`config.mk`:
```
export PLATFORM = sky130hd
export DESIGN_NAME = instr_sequencer
export DESIGN_NICKNAME = d
export VERILOG_FILES = /design/src/rtl/pic_seq_pkg.sv /design/src/rtl/phase_gen.sv /design/src/rtl/instr_sequencer.sv
export SDC_FILE = /design/constraint.sdc
export NUM_CORES = 1
export LEC_CHECK = 0
export CORE_MARGIN = 4
export CORE_UTILIZATION = 38
export CTS_CLUSTER_DIAMETER = 50
export DETAILED_ROUTE_END_ITERATION = 8
export PLACE_DENSITY = 0.67
export SYNTH_ARGS = -nofsm -noshare
export SYNTH_HDL_FRONTEND = slang
export SYNTH_SLANG_ARGS = --single-unit
```
`constraint.sdc`:
```
create_clock -name master_clk -period 4.2 [get_ports master_clk]
set_input_delay 0.84 -clock master_clk [delete_from_list [all_inputs] [get_ports master_clk]]
set_output_delay 0.84 -clock master_clk [all_outputs]
set_load 0.05 [all_outputs]
```
`src/rtl/pic_seq_pkg.sv`:
```
// rtl/pic_seq_pkg.sv - shared state and phase definitions for the PIC16F84 instruction sequencer
package pic_seq_pkg;

  // Instruction-cycle level state of the sequencer
  typedef enum logic [1:0] {
    ST_RESET = 2'd0,
    ST_EXEC  = 2'd1,
    ST_FLUSH = 2'd2,
    ST_HOLD  = 2'd3
  } seq_state_e;

  // Phase encodings inside one instruction cycle
  localparam logic [1:0] Q1 = 2'd0;
  localparam logic [1:0] Q2 = 2'd1;
  localparam logic [1:0] Q3 = 2'd2;
  localparam logic [1:0] Q4 = 2'd3;

endpackage

```
`src/rtl/phase_gen.sv`:
```
// rtl/phase_gen.sv - 2-bit Q1..Q4 phase counter with freeze and registered one-hot decode
module phase_gen
  import pic_seq_pkg::*;
(
  input  logic       clk_i,
  input  logic       rst_ni,
  input  logic       freeze_i,
  output logic [1:0] phase_o,
  output logic [3:0] onehot_o
);

  logic [1:0] phase_q, phase_d;
  logic [3:0] onehot_q, onehot_d;

  // Advance the phase (wrapping Q4 -> Q1) unless frozen; decode ahead so strobes come from flops
  always_comb begin
    phase_d  = freeze_i ? phase_q : phase_q + 2'd1;
    onehot_d = 4'b0001 << phase_d;
  end

  // Phase and one-hot strobe registers; reset parks the counter at Q4 so the first edge lands on Q1
  always_ff @(posedge clk_i or negedge rst_ni) begin
    if (!rst_ni) begin
      phase_q  <= Q4;
      onehot_q <= 4'b1000;
    end else begin
      phase_q  <= phase_d;
      onehot_q <= onehot_d;
    end
  end

  assign phase_o  = phase_q;
  assign onehot_o = onehot_q;

endmodule

```
`src/rtl/instr_sequencer.sv`:
```
// rtl/instr_sequencer.sv - single-clock Q1..Q4 instruction-cycle controller with flush and hold
module instr_sequencer
  import pic_seq_pkg::*;
(
  input  logic       master_clk,
  input  logic       reset_n,
  input  logic       is_branch,
  input  logic       writes_result,
  input  logic       dest_f,
  input  logic       skip_cond,
  input  logic       hold,
  output logic [1:0] phase,
  output logic       q1,
  output logic       q2,
  output logic       q3,
  output logic       q4,
  output logic       f_rd_en,
  output logic       alu_en,
  output logic       w_we,
  output logic       f_we,
  output logic       ir_load,
  output logic       pc_en,
  output logic       pc_load,
  output logic       exec_valid
);

  seq_state_e state_q, state_d;
  seq_state_e pend_q, pend_d;
  seq_state_e nxt_cyc;
  logic [1:0] phase_q;
  logic [3:0] onehot;
  logic       freeze;
  logic       active;
  logic       in_exec;

  // The phase freezes whenever the sequencer is (or stays) parked in HOLD
  assign freeze = (state_d == ST_HOLD);

  phase_gen u_phase_gen (
    .clk_i    (master_clk),
    .rst_ni   (reset_n),
    .freeze_i (freeze),
    .phase_o  (phase_q),
    .onehot_o (onehot)
  );

  // Next-cycle decision: a branch or skip forces one FLUSH cycle; hold at Q4 parks the decision
  always_comb begin
    nxt_cyc = ((state_q == ST_EXEC) && (is_branch || skip_cond)) ? ST_FLUSH : ST_EXEC;
    state_d = state_q;
    pend_d  = pend_q;
    case (state_q)
      ST_RESET: state_d = ST_FLUSH;
      ST_EXEC, ST_FLUSH: begin
        if (phase_q == Q4) begin
          if (hold) begin
            state_d = ST_HOLD;
            pend_d  = nxt_cyc;
          end else begin
            state_d = nxt_cyc;
          end
        end
      end
      ST_HOLD: begin
        if (!hold) state_d = pend_q;
      end
      default: state_d = ST_RESET;
    endcase
  end

  // State and latched post-hold state; async clear kills every enable immediately
  always_ff @(posedge master_clk or negedge reset_n) begin
    if (!reset_n) begin
      state_q <= ST_RESET;
      pend_q  <= ST_FLUSH;
    end else begin
      state_q <= state_d;
      pend_q  <= pend_d;
    end
  end

  assign active  = (state_q == ST_EXEC) || (state_q == ST_FLUSH);
  assign in_exec = (state_q == ST_EXEC);

  assign phase      = phase_q;
  assign q1         = onehot[0] & active;
  assign q2         = onehot[1] & active;
  assign q3         = onehot[2] & active;
  assign q4         = onehot[3] & active;
  assign f_rd_en    = q2 & in_exec;
  assign alu_en     = q3 & in_exec;
  assign w_we       = q4 & in_exec & writes_result & ~dest_f;
  assign f_we       = q4 & in_exec & writes_result & dest_f;
  assign pc_load    = q4 & in_exec & is_branch;
  assign ir_load    = q4;
  assign pc_en      = q4 & ~pc_load;
  assign exec_valid = in_exec;

endmodule

```
Word-level counts from Yosys, hierarchy flattened. Cells that the tools add are included.

Output and inout bits: 14. Register bits after elaboration: 10. Input bits: 7.

Multiplexer cells: 6. Reductions and logical operators: 6. Equality and inequality tests: 5. Shift operators: 1. Add/sub/neg operators: 1. Bitwise logic cells: 14.

Operators by type and width (number): $and 1x1->1 (12); $mux 2 (5); $eq 2x2->1 const B (4); $pmux 2 s3 (1); $shl 1x2->4 const A (1); $reduce_and 3->1 (1); $add 2x1->2 const B (1); $eq 2x1->1 const B (1); $logic_not 2->1 (1); $logic_or 1x1->1 (2); $not 1->1 (2); $reduce_or 2->1 (1); $logic_and 1x1->1 (1).

Logic depth before layout (Yosys ltp). Gate-level depths: netlist (run 1).

Depth after elaboration: 9. Gate-level depth with buffers: 6. Depth with buffers taken out: 6.

By module. A second synthesis (run 1) with hierarchy kept.

Cells, all modules: 55. Area total of the unflattened synthesis: 571.8 µm².

By module, submodules not included: instr_sequencer (area each 354.1 µm², sequential area each 101.3 µm², cells an instance 41, instances 1); phase_gen (area each 217.7 µm², sequential area each 153.9 µm², cells an instance 14, instances 1).

Least setup slack after synthesis (run 1). Ideal clock, no wire load.

Path type: reg-to-output. Start: register state_q[0]. End: output pc_en. Arrival time: 2.069 ns. Slack: 1.291 ns. Cell stages (with the launch flop): 4. Cell sequence: dfrtp_1 ha_1 and3_1 nor2b_1.

Longest elaborated chain between the ends: 7.

RTL lines: from (decl) (RTL line instr_sequencer.sv:27) `seq_state_e state_q, state_d;`; from (signal assigned) (RTL line instr_sequencer.sv:77) `state_q <= state_d;`; $eq 2x1->1 * (RTL line instr_sequencer.sv:83) `assign in_exec = (state_q == ST_EXEC);`; via exec_valid (RTL line instr_sequencer.sv:24) `output logic exec_valid`; $logic_or 1x1->1 (RTL line instr_sequencer.sv:82) `assign active = (state_q == ST_EXEC) || (state_q == ST_FLUSH);`; $and 1x1->1 (RTL line instr_sequencer.sv:89) `assign q4 = onehot[3] & active;`; $and 1x1->1 * (2 in a row) (RTL line instr_sequencer.sv:94) `assign pc_load = q4 & in_exec & is_branch;`; via pc_load (RTL line instr_sequencer.sv:23) `output logic pc_load,`; $not 1->1 * (RTL line instr_sequencer.sv:96) `assign pc_en = q4 & ~pc_load;`; $and 1x1->1 * (RTL line instr_sequencer.sv:96); to (decl) (RTL line instr_sequencer.sv:22) `output logic pc_en,`.

Mark *: on every way through the listed nets, which the timed path passes. The rest lies on a longest branch.

Worst setup path after layout (run 1).
Start: input is_branch. End: output pc_en.

Longest elaborated chain between the ends: 3.

RTL lines: from (decl) (RTL line instr_sequencer.sv:7) `input logic is_branch,`; $and 1x1->1 (RTL line instr_sequencer.sv:94); $not 1->1 (RTL line instr_sequencer.sv:96); $and 1x1->1 (RTL line instr_sequencer.sv:96).

No other way between the ends.

==> results.py, run 1 <==
metrics = {
    "outcome": {
        "status": "complete, no violations",
    },
    "timing": {
        "setup_viol": 0,
        "tightest_slew_ns": 0.500,
        "post-route-period-util_pct": 75.9,
        "maxSlewViolCount": 0,
        "relSlewSlack_pct": 66.6,
        "fin_crit_ns": 3.19,
        "rsz0062_at_grt": "no",
        "max_freq_mhz": 314,
        "hold_viol": 0,
        "clock_skew_ns": 0.00714,
        "holdWs_ns": 0.515,
        "tns_ns": 0,
    },
    "floorplanning": {
        "die_x_um": 50.0,
        "start_util_pct": 42.1,
        "coreArea_um2": 1590,
        "die_h_um": 50.0,
        "dieArea_um2": 2500,
        "ioPinCount": 21,
        "rows": 14,
    },
    "job": {
        "max-cap-violations": 0,
    },
    "place": {
        "dp_hpwl_um": 969,
        "place_congestion": 0.779,
        "io_buffer_count": 20,
        "dp.cells": 106,
    },
    "logic_synthesis": {
        "ys_seq_elements": 10,
        "yosys.area.top_type_share_pct": 22.4,
        "synth_fp_nets": 75,
        "yosysUniqueCellTypes": 24,
        "synth_area_um2": 671,
        "synth-warning-count": 0,
        "avgSynthCellArea_um2": 10.5,
        "synthTopCellsByArea": "dfrtp_1 22%, dfstp_2 16%, mux2_4 9.0%, ha_1 7.5%, and2_1 5.6%",
        "synthCells": 64,
        "synth_seq_area_share_pct": 38.1,
        "yosys.area.top_type": "dfrtp_1",
    },
    "cts": {
        "clkTransAtPathRegs_ns": 0.06,
        "clock_sinks": 10,
        "cts_made_buffers": 3,
        "ctsHtreeMaxLevel": 1,
        "ctsResizeCount": 0,
        "clk_latency_ns": 0.26,
        "cts_tree": "yes",
        "cts_root_buffer": "clkbuf_4",
        "clock_path_buffers": 2,
        "postCtsSetupRepairBufs": 0,
        "cts_hold_repair.buffers": 0,
    },
    "setup_path": {
        "worstPathCellList": "clkdlybuf4s50_1 > and3_1 > nor2b_1 > clkdlybuf4s50_1",
        "cp_slowest_stage_delay_ns": 0.80,
        "worstPathRequired_ns": 3.36,
        "critical_path.most_common_cell": "clkdlybuf4s50_1",
        "cp-start-kind": "primary input",
        "path_delay_family": "buffers and inverters",
        "crit_buf_inv": 2,
        "worstPathMaxFanout": 3,
        "cp-end-kind": "primary output",
        "critPathArrivalTime_ns": 2.35,
        "crit_type": "in2out",
        "cpMaxStageDelayCell": "clkdlybuf4s50_1",
    },
    "finish": {
        "fin_cells": 110,
        "n_antenna_cell": 0,
        "drive_gt1_share_pct": 18.6,
        "areaGrowthSynthToFinish_pct": 36.6,
        "nNetsFinal": 98,
    },
    "drt": {
        "dr.pass1.iters": 2,
        "vias": 490,
        "ant_nets": 0,
        "drc": 0,
        "routed_wl_mm": 1.18,
        "wl_per_cell_um": 10.7,
        "avgViaCountPerCell": 4.45,
        "drtIter0Drc": 2,
    },
    "global_routing": {
        "grt_pass1_wl_mm": 2.15,
        "grt_max_degree": 12,
        "grt_remaining_overflow": 0,
        "grt_pass1_vias": 498,
        "antenna_found_initial": 0,
        "grt_util_all_layers_pct": 11.1,
    },
    "power": {
        "peakVddDrop_v": 0.000480,
        "p_per_area_nw_per_um2": 851,
        "p_leak_nw": 0.424,
    },
    "hold_path": {
        "hold_path.class": "reg2reg",
    },
}
-- path summary, 6_finish.rpt --
| check | start | endpoint | slack (ns) | cells past startpoint |
|---|---|---|---|---|
| setup reg to reg | u_phase_gen.phase_o[0] | u_phase_gen.onehot_o[1] | 2.14 | 5 |
| setup / recovery | is_branch | pc_en | 1.01 | 4 |
| min in group asynchronous | reset_n | state_q[0] | 0.88 | 1 |
| hold / removal | pend_q[1] | pend_q[1] | 0.51 | 1 |
| hold reg to reg | pend_q[1] | pend_q[1] | 0.51 | 1 |
| max in group asynchronous | reset_n | u_phase_gen.phase_o[1] | 2.98 | 1 |
-- kinds of logic (layout without fill, tap and decap cells) --
logic type | Yosys count | count (layout) | share of synthesized area (%)
buffers and inverters | 7 | 29 | 4.48
xor gates and xnor gates | 1 | 1 | 1.31
DFF | 10 | 10 | 38.1
AOI/OAI and AO/OA | 9 | 9 | 13.4
muxes | 7 | 7 | 13.4
adders and majority gates | 4 | 4 | 7.46
and+or+nand+nor | 26 | 26 | 21.8
-- cells in the final DEF, fill, tap and decap left out --
cell type and count:
dfrtp_1 6, a2111oi_4 1, and2_1 6, dfstp_2 4
nand2_1 2, clkbuf_1 1, a21o_1 2, inv_1 5
nor2_1 6, nor3b_2 1, nor2b_1 4, nand3_1 2
a21oi_1 2, and3_1 1, mux2i_1 3, o21a_1 1
ha_1 4, nand2b_1 2, mux2_4 4, o21ai_0 2
o22ai_4 1, clkbuf_4 3, or2_2 2, xor2_1 1
clkdlybuf4s50_1 20
-- through the flow --
stage               total power, mW  cell area [um2]  util [%]  worst slack (ns)
floorplan                     0.600              671         -              1.29
global placement              0.714              890      55.8              1.02
detailed placement            0.723              890      55.8              1.01
CTS                           0.793              916      57.5              1.00
global route                  0.840              916      57.5             0.961
finish                        0.780              916      57.5              1.01
-- power breakdown --
| group | total [mW] | internal (mW) | switching, mW | leakage [nW] |
|---|---|---|---|---|
| Sequential | 0.197 | 0.156 | 0.0412 | 0.114 |
| Clock | 0.0670 | 0.0366 | 0.0304 | 0.0150 |
| Combinational | 0.516 | 0.223 | 0.292 | 0.295 |
-- cell usage after synthesis --
cell and count:
a21o_1 2, nor2_1 6, a21oi_1 2, a2111oi_4 1, ha_1 4, nand2_1 2
o21ai_0 2, xor2_1 1, o21a_1 1, buf_4 1, inv_1 5, nand3_1 2
dfstp_2 4, nand2b_1 2, and2_1 6, dfrtp_1 6, or2_2 2, mux2i_1 3
mux2_4 4, and3_1 1, nor3b_2 1, buf_1 1, nor2b_1 4, o22ai_4 1
-- flip-flops by register name (all words and copies together) (netlist names) --
signal,count
u_phase_gen.phase_o,2
u_phase_gen.onehot_o,4
pend_q,2
state_q,2
-- layer usage --
layer  GRT usage [%]  up-vias  part of all wire, %  wire [um]
met5               0        -                    0          0
met4            6.91        0                 0.60          7
met3            3.31        2                  5.4         63
met2            17.6       17                   45        532
met1            12.8      217                   49        571
li1                -      254                    -          -
-- layout make-up --
type	count	area, um2
fill	143	678
tap	24	30.0
inverter	5	18.8
sequential	10	255
clock buffer	4	26.3
multi-input combinational	47	385
timing repair buffer	20	200
Note: power is estimated with default switching activity, not from simulation.
==> run 2, diff against run 1 <==
--- a/config.mk
+++ b/config.mk
@@ -9,7 +9,7 @@
 export CORE_UTILIZATION = 38
 export CTS_CLUSTER_DIAMETER = 50
 export DETAILED_ROUTE_END_ITERATION = 8
-export PLACE_DENSITY = 0.67
+export PLACE_DENSITY = 0.7
 export SYNTH_ARGS = -nofsm -noshare
 export SYNTH_HDL_FRONTEND = slang
 export SYNTH_SLANG_ARGS = --single-unit
==> constraint.sdc (replaced) <==
create_clock -name master_clk -period 2.7 [get_ports master_clk]
set_input_delay 0.54 -clock master_clk [delete_from_list [all_inputs] [get_ports master_clk]]
set_output_delay 0.54 -clock master_clk [all_outputs]
set_load 0.05 [all_outputs]
==> run 2 against run 1 <==
  * Critical path depth did not move
  * Non-clock buffer count rose by 1
  * Global-route usage up 0.056 points
  * Total power rose by 61%
  * Critical path type is now reg2out
  * Largest cell class unchanged
  * Largest power group unchanged
  * Highest routed layer unchanged
==> results.py, run 2 (synthesis results as in run 1) <==
metrics = {
    "cts": {
        "clk_latency_ns": 0.26,
        "cts_made_buffers": 3,
        "cts_tree": "yes",
        "cts_root_buffer": "clkbuf_4",
        "postCtsSetupRepairBufs": 0,
        "ctsHtreeMaxLevel": 1,
        "clock_sinks": 10,
        "clkTransAtPathRegs_ns": 0.06,
        "clock_path_buffers": 2,
        "ctsResizeCount": 0,
        "cts_hold_repair.buffers": 0,
    },
    "timing": {
        "relSlewSlack_pct": 66.9,
        "rsz0062_at_grt": "no",
        "hold_viol": 0,
        "setup_viol": 0,
        "tightest_slew_ns": 0.495,
        "tns_ns": 0,
        "fin_crit_ns": 2.49,
        "post-route-period-util_pct": 92.3,
        "max_freq_mhz": 401,
        "clock_skew_ns": 0.00547,
        "maxSlewViolCount": 0,
    },
    "floorplanning": {
        "die_x_um": 50.0,
        "dieArea_um2": 2500,
        "die_h_um": 50.0,
        "rows": 14,
        "start_util_pct": 42.1,
        "coreArea_um2": 1590,
        "ioPinCount": 21,
    },
    "global_routing": {
        "grt_remaining_overflow": 0,
        "grt_max_degree": 12,
        "grt_pass1_vias": 488,
        "grt_pass1_wl_mm": 2.15,
        "grt_util_all_layers_pct": 11.1,
        "antenna_found_initial": 0,
    },
    "finish": {
        "final_cell_mix": "12 x clkdlybuf4s50_1, 9 x buf_4, 6 x nor2_1, 6 x and2_1, 6 x dfrtp_1",
        "nNetsFinal": 99,
        "drive_gt1_share_pct": 29.9,
        "areaGrowthSynthToFinish_pct": 36.2,
        "n_antenna_cell": 0,
        "layout_commonest_cell": "clkdlybuf4s50_1",
        "largest_reg_flops": 4,
    },
    "job": {
        "max-cap-violations": 0,
    },
    "setup_path": {
        "worstReg2RegEnd": "u_phase_gen.onehot_o[1]",
        "cp-start-kind": "flip-flop",
        "reg2reg_depth": 5,
        "critPathArrivalTime_ns": 1.95,
        "cp-end-kind": "primary output",
        "worstPathRequired_ns": 2.16,
        "reg2reg_from": "u_phase_gen.phase_o[0]",
        "crit_type": "reg2out",
        "worstPathMaxFanout": 7,
        "reg2reg_slack_ns": 0.61,
    },
    "drt": {
        "routed_wl_mm": 1.26,
        "dr.pass1.iters": 4,
        "drtIter0Drc": 6,
        "vias": 516,
        "ant_nets": 0,
        "avgViaCountPerCell": 4.65,
        "drc": 0,
        "wl_per_cell_um": 11.4,
    },
    "hold_path": {
        "whs_path_depth": 1,
        "worstHoldStart": "pend_q[1]",
        "holdPathEnd": "pend_q[1]",
        "hold_path.class": "reg2reg",
    },
    "place": {
        "place_congestion": 0.763,
        "io_buffer_count": 20,
    },
    "outcome": {
        "status": "complete, no violations",
    },
    "power": {
        "p_per_area_nw_per_um2": 1370,
        "p_leak_nw": 0.450,
        "peakVddDrop_v": 0.000700,
        "finalPower_mw": 1.25,
    },
}
==> run 2: cell count changes in the layout (fill, tap and decap cells not counted), sizes merged <==
cell	before	now
buf	0	9
clkdlybuf4s50	20	12
==> run 2: layer usage <==
layer,GRT usage [%],wire length [um]
met1,13.7,572
met2,17.2,580
met3,3.61,99
met4,5.53,12
met5,0,0
==> run 2: cell type report <==
type                       count  area [um2]
clock buffer                   4        36.3
timing repair buffer          21         188
sequential                    10         255
tap                           24        30.0
multi-input combinational     47         385
inverter                       5        18.8
fill                         148         681
==> run 2: power by group <==
| group | internal, mW | switching (mW) | leakage [nW] | total, mW |
|---|---|---|---|---|
| Clock | 0.0817 | 0.0470 | 0.0210 | 0.129 |
| Combinational | 0.348 | 0.471 | 0.315 | 0.819 |
| Sequential | 0.242 | 0.0622 | 0.114 | 0.304 |
==> run 2: worst max-delay path by stage <==
stage	startpoint	endpoint	slack, ns	cells after the start
floorplan	state_q[0]	pc_en	0.09	3
global placement	hold	u_phase_gen.onehot_o[1]	0.32	5
detailed placement	hold	u_phase_gen.onehot_o[1]	0.30	5
CTS	state_q[0]	q2	0.17	4
global route	state_q[1]	alu_en	0.11	4
finish	state_q[1]	alu_en	0.21	4
==> run 2: worst max-delay path, stage by stage (launching register included) <==
cell and delay, ns:
dfrtp_1 0.41, inv_1 0.09, ha_1 0.25, and2_1 0.15, clkdlybuf4s50_1 0.79
==> run 2: through the flow <==
stage	setup slack, ns	instance area, um2	cells	utilization, %	hold slack, ns
5_1_grt	0.111	913	111	57.3	0.533
6_report	0.209	913	111	57.3	0.519
3_5_place_dp	0.298	877	107	55.0	0.515
3_3_place_gp	0.321	877	107	55.0	0.503
4_1_cts	0.172	913	111	57.3	0.524
2_1_floorplan	0.0906	671	64	-	0.244
==> run 3, diff against run 2 <==
--- a/config.mk
+++ b/config.mk
@@ -5,11 +5,14 @@
 export SDC_FILE = /design/constraint.sdc
 export NUM_CORES = 1
 export LEC_CHECK = 0
+export ABC_AREA = 1
+export ABC_CLOCK_PERIOD_IN_PS = 2700
 export CORE_MARGIN = 4
 export CORE_UTILIZATION = 38
 export CTS_CLUSTER_DIAMETER = 50
 export DETAILED_ROUTE_END_ITERATION = 8
 export PLACE_DENSITY = 0.7
+export RECOVER_POWER = 50
 export SYNTH_ARGS = -nofsm -noshare
 export SYNTH_HDL_FRONTEND = slang
 export SYNTH_SLANG_ARGS = --single-unit
==> run 3 against run 2 <==
  * Via count grew 11%
  * Register-to-register slack improved by 0.30 ns
  * Non-clock buffer count fell by 1
  * Synthesized cell count rose by 33%
  * Wire length increased by 6.6%
  * Critical path type unchanged
==> results.py, run 3 <==
metrics = {
    "timing": {
        "rsz0062_at_grt": "no",
        "maxSlewViolCount": 0,
        "holdWs_ns": 0.508,
        "tns_ns": 0,
        "max_freq_mhz": 386,
        "setup_viol": 0,
        "hold_viol": 0,
        "fin_crit_ns": 2.59,
        "post-route-period-util_pct": 95.9,
        "relSlewSlack_pct": 65.2,
        "clock_skew_ns": 0.00334,
        "tightest_slew_ns": 0.521,
    },
    "global_routing": {
        "grt_util_all_layers_pct": 11.5,
        "grt_remaining_overflow": 0,
        "grt_pass1_vias": 533,
        "grt_max_degree": 11,
        "grt_pass1_wl_mm": 2.24,
        "antenna_found_initial": 0,
    },
    "setup_path": {
        "reg2reg_depth": 9,
        "worstReg2RegEnd": "u_phase_gen.onehot_o[1]",
        "startpoint": "state_q[0]",
        "cp-end-kind": "primary output",
        "critPathArrivalTime_ns": 2.05,
        "worstPathMaxFanout": 6,
        "worstPathRequired_ns": 2.16,
        "crit_type": "reg2out",
        "cp-start-kind": "flip-flop",
        "reg2reg_slack_ns": 0.91,
        "reg2reg_from": "state_q[0]",
    },
    "logic_synthesis": {
        "synth.most_common_cell": "nand2_1",
        "yosys-top-cells-count": "17 x nand2_1, 15 x inv_1, 8 x nor2_1, 6 x dfrtp_1, 6 x nand2_2",
        "yosys.area.top_type": "dfrtp_1",
        "synthFlopType": "dfrtp_1",
        "synth-warning-count": 0,
        "synth_edf_count": 0,
        "synthTopCellsByArea": "dfrtp_1 22%, dfstp_2 15%, nand2_1 9.3%, inv_1 8.2%, ha_1 7.3%",
        "synth_compound_area_share_pct": 9.67,
        "synth-xor-area-share_pct": 0,
        "synth_area_um2": 686,
        "yosysUniqueCellTypes": 20,
        "synth_top_family_by_area": "simple AND/OR/NAND/NOR gates",
        "ys_seq_elements": 10,
        "synth_seq_area_share_pct": 37.2,
        "yosys.area.top_type_share_pct": 21.9,
        "synthCells": 85,
        "synthAdderAreaFrac_pct": 7.30,
        "synth_fp_nets": 96,
        "muxShareOfSynthArea_pct": 0,
        "synth-simple-area-share_pct": 34.3,
        "synthArstFlopShare_pct": 100,
        "avgSynthCellArea_um2": 8.07,
    },
    "floorplanning": {
        "die_x_um": 50.5,
        "die_h_um": 50.5,
        "ioPinCount": 21,
        "coreArea_um2": 1730,
        "rows": 15,
        "start_util_pct": 39.7,
        "dieArea_um2": 2550,
    },
    "drt": {
        "avgViaCountPerCell": 4.30,
        "ant_nets": 0,
        "dr.pass1.iters": 2,
        "drc": 0,
        "vias": 572,
        "wl_per_cell_um": 10.1,
        "drtIter0Drc": 5,
        "routed_wl_mm": 1.35,
    },
    "power": {
        "p_leak_nw": 0.579,
        "peakVddDrop_v": 0.000710,
        "finalPower_mw": 1.24,
        "p_per_area_nw_per_um2": 1320,
    },
    "cts": {
        "cts_made_buffers": 3,
        "clk_latency_ns": 0.26,
        "cts_hold_repair.buffers": 0,
        "cts_root_buffer": "clkbuf_4",
        "clock_path_buffers": 2,
        "ctsHtreeMaxLevel": 1,
        "clkTransAtPathRegs_ns": 0.06,
        "clock_sinks": 10,
        "cts_tree": "yes",
        "ctsResizeCount": 1,
        "postCtsSetupRepairBufs": 0,
    },
    "outcome": {
        "status": "complete, no violations",
    },
    "job": {
        "max-cap-violations": 0,
    },
    "finish": {
        "fill_cells": 165,
        "final_cell_mix": "19 x nand2_1, 15 x inv_1, 9 x nor2_1, 9 x clkdlybuf4s50_1",
        "n_antenna_cell": 0,
        "drive_gt1_share_pct": 25.0,
        "largest_reg_flops": 4,
        "areaGrowthSynthToFinish_pct": 37.2,
        "nNetsFinal": 120,
        "layout_commonest_cell": "nand2_1",
    },
    "hold_path": {
        "holdPathEnd": "pend_q[1]",
        "worstHoldStart": "pend_q[1]",
        "hold_path.class": "reg2reg",
        "whs_path_depth": 2,
    },
    "place": {
        "io_buffer_count": 20,
        "dp_hpwl_mm": 1.12,
        "place_congestion": 0.739,
    },
}
## run 3: cell types whose count changed after synthesis, sizes merged, moves of 3 or more
cell,before,now
nor2,6,9
nand2,2,25
inv,5,18
and2,6,0
mux2i,3,0
mux2,4,0
nor2b,4,0
nand3,2,7
## run 3: where the power goes
group	total [mW]	switching (mW)	internal, mW
Clock	0.130	0.0482	0.0818
Sequential	0.286	0.0468	0.239
Combinational	0.822	0.563	0.259
Total	1.24	0.658	0.580
## run 3: area by class of cell
| type | count | area (um2) | area share, % |
|---|---|---|---|
| inverters | 19 | 71.3 | 7.58 |
| multi-input cells | 55 | 340 | 36.2 |
| flip-flops and latches | 10 | 255 | 27.1 |
| clock buffers | 4 | 36.3 | 3.86 |
| well taps | 25 | 31.3 | 3.32 |
| repair buffers | 20 | 206 | 21.9 |
## run 3: per-layer routing
metal  vias up  share of wire (%)  global-route usage (%)
met3         2                8.8                    3.56
li1        305                  -                       -
met4         0                1.9                    5.38
met2        19                 45                    18.7
met5         -                  0                       0
met1       246                 44                    13.8
## run 3: cell families after synthesis
kind of cell,Yosys count
compound gates,8
fa+ha+maj,4
buf+inv,20
flops,10
simple gates,43
## run 3: per-stage QoR
| stage | worst slack [ns] | cell area (um2) | util, % | cells |
|---|---|---|---|---|
| 2_1_floorplan | 0.262 | 686 | - | 85 |
| 3_3_place_gp | 0.230 | 902 | 52.2 | 129 |
| 5_1_grt | 0.0144 | 941 | 54.5 | 133 |
| 3_5_place_dp | 0.218 | 902 | 52.2 | 129 |
| 4_1_cts | 0.0404 | 937 | 54.3 | 133 |
| 6_report | 0.112 | 941 | 54.5 | 133 |
## run 3: worst max-delay path by stage
stage / end / slack (ns) / cells after the start
CTS: ir_load / 0.04 / 5
finish: q2 / 0.11 / 5
detailed placement: pc_en / 0.22 / 5
floorplan: f_we / 0.26 / 4
global placement: pc_en / 0.23 / 5
global route: q2 / 0.01 / 5
## run 3: critical path, stage by stage (launching register included)
cell	delay [ns]
dfrtp_1	0.39
inv_1	0.10
ha_1	0.39
nand2_1	0.07
inv_1	0.05
clkdlybuf4s50_1	0.79
==> edit (config.mk and constraints of run 1) <==
Make the reset (`reset_n` and `rst_ni`) synchronous in 2 clocked blocks. Comments in the files are not updated.
--- a/src/rtl/phase_gen.sv
+++ b/src/rtl/phase_gen.sv
@@ -21,3 +21,3 @@
   // Phase and one-hot strobe registers; reset parks the counter at Q4 so the first edge lands on Q1
-  always_ff @(posedge clk_i or negedge rst_ni) begin
+  always_ff @(posedge clk_i) begin
     if (!rst_ni) begin
--- a/src/rtl/instr_sequencer.sv
+++ b/src/rtl/instr_sequencer.sv
@@ -71,3 +71,3 @@
   // State and latched post-hold state; async clear kills every enable immediately
-  always_ff @(posedge master_clk or negedge reset_n) begin
+  always_ff @(posedge master_clk) begin
     if (!reset_n) begin
Function: differs if reset_n is asserted again (counterexample within 4 cycles, from zero or initial values and one cycle with reset_n low); with reset_n held inactive, the same outputs for 10 cycles.
==> edit against run 1 <==
  * Count of clock-buffer cells in the layout shrank 1
  * Worst hold slack lost 0.070 ns
  * Design area shrank 9.3%
  * Wire length grew 5.0%
  * Sequential cell count is the same
  * Setup slack gained 0.016 ns
  * Die area shrank 9.4%
  * Synthesized area shrank 11%
  * Sequential share of layout area shrank 3.8 points
  * Critical endpoint unchanged
Power is not compared: it rests on default switching activity, and its combinational part moved more than twofold at a synthesized area within 25%.
==> edit: results (changes against run 1) <==
cts:
  clock_latency_ns: 0.26  # about the same
  cts_resized: 0  # unchanged
  h-tree-depth: 1  # unchanged
  cts_buffer_depth: 2  # unchanged
logic_synthesis:
  yosys_most_used_dff: "dfxtp_1"
  synthArstFlopShare_pct: 0  # -100 points
  synth_cell_types: 29  # +21%
  synth_nets: 80  # +6.7%
  ys_seq_area_share_pct: 33.6  # -4.4 points
  yosys-top-cells-area: "dfxtp_1 34%, ha_1 8.4%, and2_1 6.3%"
  synth_common_cells: "10 x dfxtp_1, 6 x and2_1, 6 x inv_1"
global_route:
  grt_pass1_wl_mm: 2.03  # -5.5%
  grt_use_total_pct: 12.7  # +1.6 points
  first_global_vias: 496  # -0.40%
  met3_usage_pct: 3.76  # +0.45 points
  grtUsageMet1_pct: 15.1  # +2.2 points
  grt_max_degree: 9  # -3
  met2_usage_pct: 20.9  # +3.2 points
final_layout:
  num-nets-final: 104  # +6.1%
  drive_gt1_share_pct: 11.0  # -7.6 points
timing:
  fmax_ghz: 0.315  # +0.52%
  hold_slack_ns: 0.445  # -0.0700 ns
  maxSlewHeadroom_pct: 66.7  # +0.13 points
  fin_skew_ns: 0.000929  # -0.00621 ns
route:
  via_count: 553  # +13%
  drtPass1Iterations: 4  # +2
  wl_per_cell_um: 11.5  # +8.0%
  drtIter0Drc: 4  # +2
setup_path:
  r2r_slack_ns: 2.28  # +0.14 ns
  cp_max_fo: 2  # -1
  cp_data_arrival_time_ns: 2.33  # -0.02 ns
placement:
  dp_slack_ns: 1.03  # +0.0180 ns
  hpwl_um: 1000  # +3.2%
  place.gp.congestion: 0.727  # -6.7%
run_status:
  outcome: "completed"
pwr:
  vdd_drop_max_v: 0.000210
==> edit: cell count changes in the layout (fill, tap and decap cells not counted), moves of 2 or more <==
| cell | delta |
|---|---|
| dfrtp_1 | -6 |
| dfstp_2 | -4 |
| dfxtp_1 | +10 |
| mux2_4 | -3 |
| mux2i_1 | -3 |
| nand3_1 | +3 |
| nor2b_1 | -3 |
| o21ai_0 | +2 |
| o21ai_1 | +3 |
| or2_2 | -2 |
==> edit: cells by family (layout without fill, tap and decap cells) <==
kind of cell	after synthesis	in the layout	share of synthesized area, %
AO/OA/AOI/OAI	20	20	23.1
adder cells (fa/ha/maj)	4	4	8.40
buffers and inverters	7	29	5.04
flip-flops	10	10	33.6
multiplexers	2	2	4.41
AND/OR/NAND/NOR	26	26	25.4
==> edit: power breakdown <==
part           total (mW)  internal [mW]  switching [mW]
combinational       0.147         0.0576          0.0897
sequential          0.121          0.109          0.0118
clock              0.0613         0.0329          0.0284
==> edit: routing by layer <==
layer | routed length, um | part of all wire, % | vias up
met2 | 554 | 45 | 20
met5 | 0 | 0 | -
li1 | - | - | 290
met4 | 19 | 1.5 | 0
met3 | 109 | 8.8 | 4
met1 | 550 | 45 | 239
==> edit: final cells by class <==
class	instances	area share, %
inverters	6	2.71
flip-flops and latches	10	24.1
repair buffers	20	24.1
multi-input cells	52	44.0
well taps	16	2.41
clock buffers	3	2.71
==> edit: path summary, 6_finish.rpt <==
path                                 end       start  cells after the start
setup / recovery                   pc_en   is_branch                      4
hold reg to reg                pend_q[0]   pend_q[0]                      2
hold / removal                 pend_q[0]   pend_q[0]                      2
setup reg to reg  u_phase_gen.phase_o[0]  state_q[0]                      6
==> edit: per-stage QoR <==
stage	cell area [um^2]	std cells	total power, mW
after floorplan	596	69	0.229
after global placement	808	104	0.270
after detailed placement	808	104	0.272
after CTS	831	107	0.335
after global routing	831	107	0.354
final	831	107	0.330
==> edit: worst max-delay path: stages <==
cell and delay (ns):
clkdlybuf4s50_1 0.42, and3_1 0.16, nor2b_1 0.11, clkdlybuf4s50_1 0.81
